**src/rtl/mac_dot_engine_if.sv**
```systemverilog
// Operand stream, result stream and status signals of mac_dot_engine.
// master = operand streamer / result collector side, slave = the engine.
interface mac_dot_engine_if #(
    parameter int N     = 8,
    parameter int ACC_W = 32,
    parameter int LEN_W = 8
);
    logic [N-1:0]     x;
    logic [N-1:0]     w;
    logic             in_valid;
    logic             in_last;
    logic             in_ready;
    logic [ACC_W-1:0] out;
    logic [LEN_W-1:0] out_count;
    logic             out_ovf;
    logic             out_valid;
    logic             out_ready;
    logic             busy;

    modport master (
        output x, w, in_valid, in_last, out_ready,
        input  in_ready, out, out_count, out_ovf, out_valid, busy
    );

    modport slave (
        input  x, w, in_valid, in_last, out_ready,
        output in_ready, out, out_count, out_ovf, out_valid, busy
    );
endinterface

```
**src/rtl/mac_dot_engine.sv**
```systemverilog
// Two-stage pipelined dot-product engine: product register, then accumulate/FSM/result.
// Optional clamping on accumulator overflow when MAC_SATURATE_EN is defined.
module mac_dot_engine #(
    parameter int N      = 8,
    parameter int ACC_W  = 32,
    parameter int LEN_W  = 8,
    parameter int SIGNED = 0
) (
    input  logic              clk,
    input  logic              rst,
    mac_dot_engine_if.slave   bus,
    output logic              state_dbg
);
    // Handshakes: a beat moves when in_valid & in_ready at a rising edge; a result
    // is taken when out_valid & out_ready, and out* hold steady until then.
    typedef enum logic {
        IDLE  = 1'b0,
        ACCUM = 1'b1
    } state_t;

    state_t           state;
    logic [2*N-1:0]   p;
    logic             p_valid;
    logic             p_last;
    logic [ACC_W-1:0] acc;
    logic [LEN_W-1:0] cnt;
    logic             ovf;

    logic [2*N-1:0]   prod;
    logic [ACC_W-1:0] p_ext;
    logic [ACC_W-1:0] base;
    logic [ACC_W:0]   sum_ext;
    logic [ACC_W-1:0] raw;
    logic             add_ovf;
    logic [ACC_W-1:0] acc_next;
    logic [LEN_W-1:0] cnt_next;
    logic             ovf_next;
    logic             stall2;
    logic             fire2;
    logic             accept;

    always_comb begin
        prod  = '0;
        p_ext = '0;
        if (SIGNED != 0) begin
            prod  = $signed({{N{bus.x[N-1]}}, bus.x}) * $signed({{N{bus.w[N-1]}}, bus.w});
            p_ext = ACC_W'($signed(p));
        end else begin
            prod  = {{N{1'b0}}, bus.x} * {{N{1'b0}}, bus.w};
            p_ext = ACC_W'(p);
        end
    end

    // The first beat of a frame adds onto zero, so it can never overflow.
    assign base    = (state == ACCUM) ? acc : '0;
    assign sum_ext = {1'b0, base} + {1'b0, p_ext};
    assign raw     = sum_ext[ACC_W-1:0];

    always_comb begin
        add_ovf = 1'b0;
        if (SIGNED != 0)
            add_ovf = (base[ACC_W-1] == p_ext[ACC_W-1]) && (raw[ACC_W-1] != base[ACC_W-1]);
        else
            add_ovf = sum_ext[ACC_W];
    end

`ifdef MAC_SATURATE_EN
    always_comb begin
        acc_next = raw;
        if (add_ovf) begin
            if (SIGNED != 0)
                acc_next = base[ACC_W-1] ? {1'b1, {(ACC_W-1){1'b0}}} : {1'b0, {(ACC_W-1){1'b1}}};
            else
                acc_next = '1;
        end
    end
`else
    assign acc_next = raw;
`endif

    assign cnt_next = (state == IDLE) ? LEN_W'(1) : ((&cnt) ? cnt : cnt + 1'b1);
    assign ovf_next = ((state == ACCUM) & ovf) | add_ovf;

    // Only a finished frame waits on the output register; partial sums keep flowing.
    assign stall2 = p_valid & p_last & bus.out_valid & ~bus.out_ready;
    assign fire2  = p_valid & ~stall2;
    assign accept = bus.in_valid & bus.in_ready;

    assign bus.in_ready = rst & ~stall2;
    assign bus.busy     = (state == ACCUM) | p_valid;
    assign state_dbg    = state;

    always_ff @(posedge clk or negedge rst) begin
        if (!rst) begin
            state         <= IDLE;
            p             <= '0;
            p_valid       <= 1'b0;
            p_last        <= 1'b0;
            acc           <= '0;
            cnt           <= '0;
            ovf           <= 1'b0;
            bus.out       <= '0;
            bus.out_count <= '0;
            bus.out_ovf   <= 1'b0;
            bus.out_valid <= 1'b0;
        end else begin
            if (accept) begin
                p       <= prod;
                p_valid <= 1'b1;
                p_last  <= bus.in_last;
            end else if (fire2) begin
                p_valid <= 1'b0;
            end

            if (bus.out_valid && bus.out_ready)
                bus.out_valid <= 1'b0;

            if (fire2) begin
                if (p_last) begin
                    bus.out       <= acc_next;
                    bus.out_count <= cnt_next;
                    bus.out_ovf   <= ovf_next;
                    bus.out_valid <= 1'b1;
                    acc           <= '0;
                    cnt           <= '0;
                    ovf           <= 1'b0;
                    state         <= IDLE;
                end else begin
                    acc   <= acc_next;
                    cnt   <= cnt_next;
                    ovf   <= ovf_next;
                    state <= ACCUM;
                end
            end
        end
    end
endmodule

```
**src/flat_wrapper.sv**
```systemverilog
// flat-port wrapper written by rule: the top's interface ports become plain ports
module mac_dot_engine_flat 
#(
    parameter int N      = 8,
    parameter int ACC_W  = 32,
    parameter int LEN_W  = 8,
    parameter int SIGNED = 0
)
  (clk, rst, state_dbg, bus_x, bus_w, bus_in_valid, bus_in_last, bus_out_ready, bus_in_ready, bus_out, bus_out_count, bus_out_ovf, bus_out_valid, bus_busy);
  mac_dot_engine_if #(.N(N), .ACC_W(ACC_W), .LEN_W(LEN_W)) bus_i ();
  input  logic clk;
  input  logic rst;
  output logic state_dbg;
  input wire logic [$bits(bus_i.x)-1:0] bus_x;
  input wire logic [$bits(bus_i.w)-1:0] bus_w;
  input wire logic [$bits(bus_i.in_valid)-1:0] bus_in_valid;
  input wire logic [$bits(bus_i.in_last)-1:0] bus_in_last;
  input wire logic [$bits(bus_i.out_ready)-1:0] bus_out_ready;
  output wire logic [$bits(bus_i.in_ready)-1:0] bus_in_ready;
  output wire logic [$bits(bus_i.out)-1:0] bus_out;
  output wire logic [$bits(bus_i.out_count)-1:0] bus_out_count;
  output wire logic [$bits(bus_i.out_ovf)-1:0] bus_out_ovf;
  output wire logic [$bits(bus_i.out_valid)-1:0] bus_out_valid;
  output wire logic [$bits(bus_i.busy)-1:0] bus_busy;
  assign bus_i.x = bus_x;
  assign bus_i.w = bus_w;
  assign bus_i.in_valid = bus_in_valid;
  assign bus_i.in_last = bus_in_last;
  assign bus_i.out_ready = bus_out_ready;
  assign bus_in_ready = bus_i.in_ready;
  assign bus_out = bus_i.out;
  assign bus_out_count = bus_i.out_count;
  assign bus_out_ovf = bus_i.out_ovf;
  assign bus_out_valid = bus_i.out_valid;
  assign bus_busy = bus_i.busy;
  mac_dot_engine #(.N(N), .ACC_W(ACC_W), .LEN_W(LEN_W), .SIGNED(SIGNED)) u_core (.clk(clk), .rst(rst), .bus(bus_i), .state_dbg(state_dbg));
endmodule
```
**config.mk**
```make
export PLATFORM = sky130hd
export DESIGN_NAME = mac_dot_engine_flat
export DESIGN_NICKNAME = d
export VERILOG_FILES = /design/src/rtl/mac_dot_engine_if.sv /design/src/rtl/mac_dot_engine.sv /design/src/flat_wrapper.sv
export SDC_FILE = /design/constraint.sdc
export NUM_CORES = 1
export LEC_CHECK = 0
export CAP_MARGIN = 30
export CORE_ASPECT_RATIO = 1.2
export CORE_MARGIN = 3
export CORE_UTILIZATION = 35
export DETAILED_ROUTE_END_ITERATION = 12
export DONT_BUFFER_PORTS = 1
export GPL_ROUTABILITY_DRIVEN = 0
export PLACE_DENSITY = 0.55
export RECOVER_POWER = 25
export SLEW_MARGIN = 20
export SYNTH_ARGS = -nofsm -noshare
export SYNTH_HDL_FRONTEND = slang
export SYNTH_SLANG_ARGS = --single-unit
```
**constraint.sdc**
```tcl
create_clock -name clk -period 3.92 [get_ports clk]
set_clock_uncertainty 0.05 [all_clocks]
set_input_delay 0.588 -clock clk [delete_from_list [all_inputs] [get_ports clk]]
set_output_delay 0.588 -clock clk [all_outputs]
set_load 0.01 [all_outputs]
```
==> metrics.md <==
| Metric | Value |
|---|---|
| Status | `complete, but fails checks` |
| Violated checks | `capacitance limit, slew limit` |
| Top-level I/O count | `66` |
| GRT Total Usage | `15.84%` |
| Worst skew pair latency | `350 ps` |
| Synth top area cells | `dfrtp_1, fa_1, ha_1` |
| Vias in the first global route | `5,868` |
| Yosys cell types | `76` |
| Asr flop ratio synth | `100.0%` |
| Post-Route WL | `17.94 mm` |
| Achievable Freq | `264.6 MHz` |
| Crit-path cells | `and2_1, fa_1, fa_1, fa_1, inv_1, fa_1, inv_2, ha_4, o21ai_2, a21oi_2, o22ai_2, a311o_1, xnor2_1, o21ai_1` |
| Synth Net Count | `950` |
| TritonRoute pass-1 iters | `4` |
| Filler cell count | `2,147` |
| Syn avg cell area | `9.028 µm²` |
| Cell Area, Synth | `7575 µm²` |
| Yosys warnings | `0` |
| Req. time, crit path | `4110 ps` |
| TritonCTS buffer count | `9` |
| Port bufs | `0` |
| Worst-Margin Slew | `2561 ps` |
| Final number of setup-violating endpoints | `0` |
| Final Slew Violations | `103` |
| Starting DRT DRC Count | `238` |
| Post-synth top flop | `dfrtp_1` |
| WS Path Type | `in2reg` |
| Area after DPL | `7965 µm²` |
| Util after Layout | `39.37%` |
| Endpoint class of the critical path | `flip-flop` |
| Most used routing layer | `met2` |
| Type of the worst min-delay path | `in2reg` |
| Crit-path max FO | `8` |
| Number of synthesized flops with an enable pin | `0` |
| Clk root buf | `clkbuf_16` |
| Power density cells | `553.0 nW/µm²` |
| P_leak | `3.811 nW` |
| Design Power | `4.598 mW` |
| Via count | `5,677` |
| Core Box Area | `21,120 µm²` |
| CP top delay family | `adder cells` |
| Startpoint types | `input port` |
| Cell row count | `58` |
| Slew HR | `-70.76%` |
| CP max stage delay | `560 ps` |
| Final worst slack | `140.2 ps` |
| Routed len/inst | `16.13 µm` |
| Buf/Inv on CP | `2` |
| Routing usage on met2 | `27.85%` |
| Die width | `140.3 µm` |
| Leading area contributor after synthesis | `dfrtp_1` |
| DR DRC count | `0` |
| Area grow syn2layout | `9.762%` |
| Final hold vios | `0` |
| Seq cells post-synth | `102` |
| Final nets | `949` |
| Crit-path slowest cell | `fa_1` |
| Max Cap Viol | `1` |
| DR vias/cell | `5.105` |
| Max H-tree Level | `3` |
| Clock transition at the registers of the reported paths | `70 ps` |
| Cells after Synth | `839` |
| Top cell type's share of synthesized area | `33.70%` |
| Synth top cells by count | `nand2_1, dfrtp_1, o21ai_0` |
| GRT overflow | `0` |
| Die Area | `23,450 µm²` |
| Chip Height | `167.2 µm` |
| DRT antenna net count | `0` |
| Crit path arrival time | `3970 ps` |
| RSZ-0062 raised after global routing | `true` |
| Final period util | `96.42%` |
| Share of cells above drive strength 1 | `9.857%` |
| CP most frequent cell | `fa_1` |
| Grt met1 use | `20.35%` |
| Tmin final | `3780 ps` |
| Most common cell in the netlist | `nand2_1` |
| Initial core utilization | `35.87%` |
| Hpwl dp | `13.31 mm` |
| Clock buffer depth | `2` |
| Final hold slack | `337.6 ps` |
| Met3 GRT Util | `2.085%` |
| Setup bufs post-CTS | `0` |
| Pin count of the biggest net entering global routing | `103` |
| CTS sink cnt | `102` |
| CTS tree | `yes` |
| Antenna Cells | `0` |
| Initial antenna violation count | `0` |
| Worst ir drop on vdd | `214.4 µV` |
| First-pass GRT wire length | `30.48 mm` |
| Post-route cell area | `8314 µm²` |
| Seq/Total Area, Yosys | `33.70%` |
| Place WS | `-296.9 ps` |
==> cell type report <==
type | count | area [µm²] | share of cell area, %
inverters | 59 | 221.5 | 2.664
clock buffers | 11 | 252.7 | 3.040
repair buffers | 22 | 170.2 | 2.047
well taps | 270 | 337.8 | 4.063
flip-flops and latches | 102 | 2552 | 30.70
clock inverters | 4 | 70.07 | 0.8427
multi-input cells | 644 | 4710 | 56.64
==> repair_timing <==
item                                   in CTS  in global routing
endpoints found under the hold margin     102                  0
setup endpoints to repair                   0                  4
hold buffers                                1                  0
resized for setup                           0                  4
==> state kept, by name, summed over array words and instances, names as in the netlist <==
name,count
u_core.p,16
u_core.p_last,1
u_core.acc,32
u_core.bus.out_count,8
u_core.bus.out_valid,1
u_core.ovf,1
u_core.bus.out,32
u_core.bus.out_ovf,1
u_core.cnt,8
u_core.state_dbg,1
u_core.p_valid,1
==> power breakdown <==
part           leakage (nW)  total, mW  switching (mW)  internal (mW)
Combinational          2.30       2.05            1.15          0.903
Clock                 0.161      0.986           0.397          0.589
Sequential             1.35       1.56           0.252           1.30
==> layer usage <==
metal  vias up  part of all wire [%]
met1      2715                    44
met3        19                   3.2
li1       2860                     -
met2        83                    51
met4         0                   1.5
met5         -                     0
==> stage by stage <==
stage / setup TNS (ps) / cells
after floorplan: -313.6 / 839
after global placement: -1262 / 1095
after detailed placement: -1464 / 1095
after CTS: 0 / 1111
after global routing: -3.747 / 1112
final: 0 / 1112
==> layout by cell type (no fill, tap or decap), types with 9 or more instances in the layout <==
cell       Yosys  routed
nand2_1      148     148
dfrtp_1      102     102
and2_1        63      62
o21ai_0       65      60
inv_1         59      57
ha_1          53      50
a21oi_1       39      36
fa_1          37      36
xnor2_1       25      25
nor2_1        25      23
buf_4          2      20
nand3_1       16      15
xor2_1        15      15
nand4_1       13      13
a31oi_1       10      10
clkbuf_16      0       9
==> path summary, 6_finish.rpt <==
kind,startpoint,to,slack (ps),cells after the start
hold / removal,bus_in_last,u_core.p_last$_DFFE_PN0P_,340,1
max in group asynchronous,rst,u_core.bus.out[10]$_DFFE_PN0P_,1340,1
setup / recovery,bus_w[4],u_core.p[15]$_DFFE_PN0P_,140,14
hold reg to reg,u_core.acc[0]$_DFFE_PN0P_,u_core.acc[0]$_DFFE_PN0P_,420,2
min in group asynchronous,rst,u_core.acc[22]$_DFFE_PN0P_,980,1
setup reg to reg,u_core.state_dbg$_DFFE_PN0P_,u_core.acc[26]$_DFFE_PN0P_,500,9
==> kinds of logic after synthesis <==
logic type | synth area share [%]
AO/OA/AOI/OAI | 15.51
XOR/XNOR | 4.625
adder cells (fa/ha/maj) | 18.53
buffers and inverters | 5.104
flip-flops | 33.70
multiplexers | 1.619
AND/OR/NAND/NOR | 20.91
(Power assumes the default switching activity.)
